File: config.mk
export PLATFORM = sky130hd
export DESIGN_NAME = led_blink_gen_flat
export DESIGN_NICKNAME = d
export VERILOG_FILES = /design/src/rtl/led_blink_gen_if.sv /design/src/rtl/led_blink_gen.sv /design/src/flat_wrapper.sv
export SDC_FILE = /design/constraint.sdc
export NUM_CORES = 1
export LEC_CHECK = 0
export ABC_AREA = 1
export BUFFER_PORTS_ARGS = -buffer_cell sky130_fd_sc_hd__buf_2
export CAP_MARGIN = 20
export CORE_ASPECT_RATIO = 1.75
export CORE_UTILIZATION = 45
export DETAILED_ROUTE_END_ITERATION = 16
export PLACE_DENSITY = 0.62
export RECOVER_POWER = 50
export SETUP_SLACK_MARGIN = 0.1
export SLEW_MARGIN = 30
export SYNTH_ARGS = -nofsm -noshare
export SYNTH_HDL_FRONTEND = slang
export SYNTH_SLANG_ARGS = --single-unit
File: constraint.sdc
create_clock -name sysclk -period 3.3 [get_ports sysclk]
set_clock_uncertainty 0.05 [all_clocks]
set_input_delay 0.99 -clock sysclk [delete_from_list [all_inputs] [get_ports sysclk]]
set_output_delay 0.99 -clock sysclk [all_outputs]
set_load 0.01 [all_outputs]
File: src/rtl/led_blink_gen_if.sv
// Blink-phase bundle: phase restart request in, tick and blink waveforms out.
// slave = generator side, master = consumer / pattern decoder side.
interface led_blink_gen_if;
  logic phase_clr;
  logic tick_1ms;
  logic clk_1hz;
  logic clk_2hz;
  logic clk_4hz;
  logic clk_4hz_500ms;
  logic clk_4hz_3500ms;
  logic clk_07s;

  modport master (
    output phase_clr,
    input  tick_1ms,
    input  clk_1hz,
    input  clk_2hz,
    input  clk_4hz,
    input  clk_4hz_500ms,
    input  clk_4hz_3500ms,
    input  clk_07s
  );

  modport slave (
    input  phase_clr,
    output tick_1ms,
    output clk_1hz,
    output clk_2hz,
    output clk_4hz,
    output clk_4hz_500ms,
    output clk_4hz_3500ms,
    output clk_07s
  );
endinterface

File: src/rtl/led_blink_gen.sv
// Phase-locked LED blink waveforms from one free-running 1 ms timebase.
// Ports: sysclk, reset_n (async low), bus (slave: phase_clr in;
// tick_1ms and clk_* out). Macro LED_BLINK_FAST_SIM_EN forces DIV=4.
module led_blink_gen #(
  parameter int SYSCLK_HZ = 25000000
) (
  input logic      sysclk,
  input logic      reset_n,
  led_blink_gen_if.slave bus
);

`ifdef LED_BLINK_FAST_SIM_EN
  localparam int DIV = 4;
`else
  localparam int DIV = SYSCLK_HZ / 1000;
`endif
  localparam int PS_W = $clog2(DIV);
  localparam logic [PS_W-1:0] PS_MAX =
    PS_W'(DIV - 1);

  // The 4 s frame is kept as ms = 125*q + sub,
  // so every modulo decode is a single bit of q.
  logic [PS_W-1:0] ps, ps_nxt;
  logic [6:0]      sub, sub_nxt;
  logic [4:0]      q, q_nxt;
  logic [10:0]     c7, c7_nxt;
  logic            tick_nxt, wrap;

  logic            tick_q;
  logic            c1_q, c2_q, c4_q;
  logic            b500_q, b3500_q, c07_q;
  logic            c4_d, early_d;

  always_comb begin
    wrap     = (ps == PS_MAX);
    ps_nxt   = ps + PS_W'(1);
    sub_nxt  = sub;
    q_nxt    = q;
    c7_nxt   = c7;
    tick_nxt = 1'b0;
    if (bus.phase_clr) begin
      ps_nxt  = '0;
      sub_nxt = '0;
      q_nxt   = '0;
      c7_nxt  = '0;
    end else if (wrap) begin
      ps_nxt   = '0;
      tick_nxt = 1'b1;
      c7_nxt   = (c7 == 11'd1399) ?
                 11'd0 : c7 + 11'd1;
      if (sub == 7'd124) begin
        sub_nxt = '0;
        q_nxt   = q + 5'd1;
      end else begin
        sub_nxt = sub + 7'd1;
      end
    end
  end

  // Outputs decode the value the counters are
  // about to hold, so each clk_* edge lands on
  // the same edge as its tick_1ms pulse.
  always_comb begin
    c4_d    = ~q_nxt[0];
    early_d = (q_nxt[4:2] == 3'd0);
  end

  always_ff @(posedge sysclk or negedge reset_n) begin
    if (!reset_n) begin
      ps      <= '0;
      sub     <= '0;
      q       <= '0;
      c7      <= '0;
      tick_q  <= 1'b0;
      c1_q    <= 1'b0;
      c2_q    <= 1'b0;
      c4_q    <= 1'b0;
      b500_q  <= 1'b0;
      b3500_q <= 1'b0;
      c07_q   <= 1'b0;
    end else begin
      ps      <= ps_nxt;
      sub     <= sub_nxt;
      q       <= q_nxt;
      c7      <= c7_nxt;
      tick_q  <= tick_nxt;
      c1_q    <= ~q_nxt[2];
      c2_q    <= ~q_nxt[1];
      c4_q    <= c4_d;
      b500_q  <= c4_d & early_d;
      b3500_q <= c4_d & ~early_d;
      c07_q   <= (c7_nxt < 11'd700);
    end
  end

  assign bus.tick_1ms       = tick_q;
  assign bus.clk_1hz        = c1_q;
  assign bus.clk_2hz        = c2_q;
  assign bus.clk_4hz        = c4_q;
  assign bus.clk_4hz_500ms  = b500_q;
  assign bus.clk_4hz_3500ms = b3500_q;
  assign bus.clk_07s        = c07_q;

endmodule
File: src/flat_wrapper.sv
// flat-port wrapper written by rule: the top's interface ports become plain ports
module led_blink_gen_flat 
#(
  parameter int SYSCLK_HZ = 25000000
)
  (sysclk, reset_n, bus_phase_clr, bus_tick_1ms, bus_clk_1hz, bus_clk_2hz, bus_clk_4hz, bus_clk_4hz_500ms, bus_clk_4hz_3500ms, bus_clk_07s);
  led_blink_gen_if bus_i ();
  input logic sysclk;
  input logic reset_n;
  input wire logic [$bits(bus_i.phase_clr)-1:0] bus_phase_clr;
  output wire logic [$bits(bus_i.tick_1ms)-1:0] bus_tick_1ms;
  output wire logic [$bits(bus_i.clk_1hz)-1:0] bus_clk_1hz;
  output wire logic [$bits(bus_i.clk_2hz)-1:0] bus_clk_2hz;
  output wire logic [$bits(bus_i.clk_4hz)-1:0] bus_clk_4hz;
  output wire logic [$bits(bus_i.clk_4hz_500ms)-1:0] bus_clk_4hz_500ms;
  output wire logic [$bits(bus_i.clk_4hz_3500ms)-1:0] bus_clk_4hz_3500ms;
  output wire logic [$bits(bus_i.clk_07s)-1:0] bus_clk_07s;
  assign bus_i.phase_clr = bus_phase_clr;
  assign bus_tick_1ms = bus_i.tick_1ms;
  assign bus_clk_1hz = bus_i.clk_1hz;
  assign bus_clk_2hz = bus_i.clk_2hz;
  assign bus_clk_4hz = bus_i.clk_4hz;
  assign bus_clk_4hz_500ms = bus_i.clk_4hz_500ms;
  assign bus_clk_4hz_3500ms = bus_i.clk_4hz_3500ms;
  assign bus_clk_07s = bus_i.clk_07s;
  led_blink_gen #(.SYSCLK_HZ(SYSCLK_HZ)) u_core (.sysclk(sysclk), .reset_n(reset_n), .bus(bus_i));
endmodule
# Word-level counts from Yosys, hierarchy flattened
# Cells that the tools add are included.
# word_totals
inputBits,3
wordCells,40
register_bits,45
output_inout_bits,7
# classes
n_eq_ne,3
n_mux,13
addsub,4
order_cmp,1
n_bitwise,6
n_reduce_logical,2
# ops
op,count
11-bit 2-to-1 mux,3
15-bit 2-to-1 mux,2
7-bit 2-to-1 mux,3
"15-bit by 1-bit adder with 15-bit output, second input constant",1
"15-bit == test, second input constant",1
5-bit 2-to-1 mux,3
"11-bit by 1-bit adder with 11-bit output, second input constant",1
"11-bit == test, second input constant",1
"11-bit by 10-bit < comparator with 1-bit output, second input constant",1
"7-bit by 1-bit adder with 7-bit output, second input constant",1
"7-bit == test, second input constant",1
"5-bit by 1-bit adder with 5-bit output, second input constant",1
1-bit NOT,4
3-bit zero test,1
1-bit AND,2
1-bit 2-to-1 mux,2
2-bit nonzero test,1

# Depth between registers and ports, before layout
# depth
ltp_word,7
ltp_mapped,13
ltp_nobuf,13

# Worst setup path after synthesis
# Ideal clock, no wire load.
# synth_path
path_type,in2reg
from,in bus_phase_clr
to,reg u_core.c07_q (netlist: u_core.bus.clk_07s)
path_slack_ns,1.340
arrival_time_ns,1.832
stages,7
setup_time_ns,0.077
required_time_ns,3.173
cell_sequence,buf_4 > clkinv_1 > nand2_1 > nand2_2 > nand3_1 > nand2_1 > a21oi_1
# synth_via
elab_chain_len,2
# synth_lines
element,line,rtl
from (decl),flat_wrapper.sv:10,input wire logic [$bits(bus_i.phase_clr)-1:0] bus_phase_clr;
11-bit 2-to-1 mux,led_blink_gen.sv:41,if (bus.phase_clr) begin
11-bit by 10-bit < comparator with 1-bit output,led_blink_gen.sv:92,c07_q <= (c7_nxt < 11'd700);
to (signal assigned),led_blink_gen.sv:92,
to (decl),led_blink_gen.sv:31,"logic b500_q, b3500_q, c07_q;"
# Every way passes these cells.
# A chain may end at the register's enable or synchronous reset.

# Final worst setup path
# Same ends and word-level chain as after synthesis.

==> flow_summary_export.csv <==
group,metric,value,unit
run,drv_cap,0,
placed_design,placed_cell_area,2750,um2
power,p_per_area,333,nW/um2
clock_tree,clockBufferDepth,2,
floorplanning,io_pins,10,
layout,filler_cell_count,577,
floorplanning,die-area,6150,um2
clock_tree,cts_buffers,5,
synth,ys_ff_latch,45,
floorplanning,rows,36,
setup_path,r2r_cells,12,
detailed_routing,routed_wl,5230,um
synth,yosysSeqAreaShare,43.0,%
global_route,grt_pass1_wl,9210,um
timing,clock.fmax,426,MHz
power,total_leakage_power,1.39,nW
global_route,grt_max_degree,46,
global_route,grt_use_total,20.0,%
global_route,overflow,0,
detailed_routing,ant_nets,0,
detailed_routing,vias_per_cell,4.93,
layout,nets,355,
clock_tree,h-tree-depth,2,
clock_tree,clk_latency,0.30,ns
detailed_routing,wl_per_cell,12.4,um
floorplanning,die_y,103,um
timing,relSlewSlack,25.8,%
global_route,grt_pass1_vias,2059,
layout,drive_above_1_share,15.0,%
clock_tree,postCtsSetupRepairBufs,0,
timing,worstMarginPinSlew,1.11,ns
detailed_routing,drc,0,
clock_tree,cts_hold_buf,0,
clock_tree,clock-root-buffer,"clkbuf_8",
setup_path,critPathMaxStageDelay,0.50,ns
setup_path,startpoint,"bus_phase_clr",
placed_design,routabilityCongestion,0.876,
setup_path,worst-setup-path-type,"input pin to flip-flop",
detailed_routing,vias,2087,
setup_path,r2r_start,"u_core.ps[0]",
placed_design,port_buffers,9,
timing,setup_tns,0,ns
placed_design,dp_hpwl,4070,um
floorplanning,core-area,5590,um2
setup_path,reg2reg_slack,1.32,ns
timing,timing.final.crit_share,71.1,%
setup_path,critPathSlowestCell,"clkbuf_1",
floorplanning,start_util,46.9,%
setup_path,cp-start-kind,"input pin",
setup_path,arrival,2.53,ns
synth,ys_warn_count,0,
floorplanning,die_w,59.7,um
hold_path,hold_class,"flip-flop to flip-flop",
timing,finalHoldViolations,0,
layout,area_growth_syn_to_layout,8.40,%
synth,postSynthCellCount,332,
layout,antennaDiodeCount,0,
run_status,status,"complete, no violations",
setup_path,rr_endpoint,"u_core.bus.clk_07s",
synth,avgSynthCellArea,7.90,um2
detailed_routing,drt-pass1-iter-count,4,
timing,period_minus_slack,2.35,ns
setup_path,cpMostUsedCell,"nand2_1",
timing,setup_viol,0,
clock_tree,path_clk_slew,0.10,ns
layout,final_cell_area,2840,um2
synth,synth_area,2620,um2
timing,rsz0062_at_grt,"no",
power,finalPower,0.947,mW
timing,drv_slew,0,
setup_path,worst-path-max-fanout,10,
setup_path,crit_chain,"clkbuf_1 > clkinv_1 > nand2_1 > nand2_2 > nand3_1 > nand2_1 > a21oi_1",
clock_tree,ctsResizeCount,0,
setup_path,worstSetupEndpoint,"u_core.bus.clk_07s",
detailed_routing,first_iter_violations,110,
synth,synth_nets,341,
setup_path,end_kind,"flip-flop",
clock_tree,tritoncts,"built",
clock_tree,cts.sinks,45,
global_route,antenna_found_initial,0,
synth,ys_types,34,
setup_path,crit_required,3.49,ns
power,vdd_drop_max,0.000228,V
-- state kept, by name, indices dropped and copies added (netlist names) --
name,cells
u_core.bus.clk_07s,1
u_core.bus.clk_1hz,1
u_core.bus.clk_2hz,1
u_core.bus.clk_4hz,1
u_core.bus.clk_4hz_3500ms,1
u_core.bus.clk_4hz_500ms,1
u_core.bus.tick_1ms,1
u_core.c7,11
u_core.ps,15
u_core.q,5
u_core.sub,7
-- final cells by class --
type,instances,area (um2),share of cell area (%)
clock buffers,5,68.8,2.42
clock inverters,3,25.0,0.881
inverters,59,228,8.01
multi-input cells,226,1250,44.2
flip-flops and latches,45,1130,39.6
well taps,76,95.1,3.35
repair buffers,9,43.8,1.54
-- through the flow --
stage                     worst slack (ns)  hold WS, ns  utilization (%)  std cells
after detailed placement              1.01        0.442             49.3        415
after global routing                 0.734        0.468             50.9        423
after CTS                             1.33        0.456             50.9        423
after floorplan                       1.34        0.401                -        332
after global placement                1.06        0.431             49.2        415
final                                0.954        0.451             50.9        423
-- logic make-up (layout without fill, tap and decap cells) --
kind of cell    count (synthesis)  after routing  synth area share, %
compound gates                 32             32                 7.73
xor+xnor                        7              7                 2.34
fa+ha+maj                       6              6                 2.86
buf+inv                        61             76                 9.16
flops                          45             45                 43.0
simple gates                  181            181                 34.9
-- cells in the final DEF, fill, tap and decap left out --
master | Yosys | final
nor4_1 | 1 | 1
nor4_4 | 2 | 2
nor2_1 | 34 | 34
clkinvlp_4 | 0 | 1
o21ai_1 | 4 | 4
a21oi_4 | 1 | 1
inv_6 | 0 | 1
clkbuf_1 | 0 | 1
clkbuf_2 | 0 | 1
clkinv_4 | 0 | 1
nand2_4 | 2 | 2
o211ai_1 | 2 | 2
nor2_8 | 3 | 3
nor3_1 | 7 | 7
nand2_1 | 78 | 78
nor2_2 | 5 | 5
clkinv_2 | 1 | 1
o21ai_0 | 11 | 11
a21oi_1 | 7 | 7
inv_2 | 8 | 7
clkbuf_8 | 0 | 5
a21oi_2 | 1 | 1
buf_2 | 1 | 7
o21a_1 | 1 | 1
clkinv_1 | 1 | 1
inv_1 | 47 | 48
nand3_1 | 27 | 27
nand4_1 | 11 | 11
ha_1 | 6 | 6
xor2_1 | 5 | 5
inv_4 | 2 | 2
nand3_2 | 4 | 4
nand2_2 | 5 | 5
o21ai_4 | 1 | 1
xnor2_1 | 2 | 2
dfrtp_1 | 45 | 45
nor2_4 | 2 | 2
o22ai_1 | 3 | 3
o211a_1 | 1 | 1
-- report_power, final --
part	internal, mW	switching (mW)
logic	0.00624	0.0254
clock network	0.153	0.205
registers	0.554	0.00314
total	0.713	0.233
-- worst max-delay path: cells and delay by family --
kind / cells / cell delay, ns
buf+inv: 2 / 0.99
simple gates: 4 / 0.42
compound gates: 1 / 0.12
-- routing by layer --
layer	routed length [um]	track usage (%)	up-vias
met1	2140	22.6	956
met4	159	9.84	0
li1	-	-	1083
met3	141	3.51	15
met2	2790	35.2	33
met5	0	0	-
-- how the worst min path moves through the flow --
stage / start / to / slack, ns / cells past startpoint
global route: u_core.sub[0] / u_core.sub[0] / 0.47 / 1
floorplan: u_core.ps[0] / u_core.ps[0] / 0.40 / 1
global placement: u_core.ps[0] / u_core.ps[0] / 0.43 / 1
CTS: u_core.ps[0] / u_core.ps[0] / 0.46 / 1
detailed placement: u_core.ps[0] / u_core.ps[0] / 0.44 / 1
finish: u_core.ps[0] / u_core.ps[0] / 0.45 / 1
-- cell usage after synthesis (all sizes together) --
cell type / number / area [um2]
a21oi: 9 / 60.1
buf: 2 / 12.5
clkinv: 2 / 8.75
dfrtp: 45 / 1130
ha: 6 / 75.1
inv: 57 / 219
nand2: 85 / 347
nand3: 31 / 175
nand4: 11 / 68.8
nor2: 44 / 241
nor3: 7 / 35.0
nor4: 3 / 48.8
o211a: 1 / 10.0
o211ai: 2 / 15.0
o21a: 1 / 7.51
o21ai: 16 / 91.3
o22ai: 3 / 18.8
xnor2: 2 / 17.5
xor2: 5 / 43.8
(Power assumes the default switching activity.)
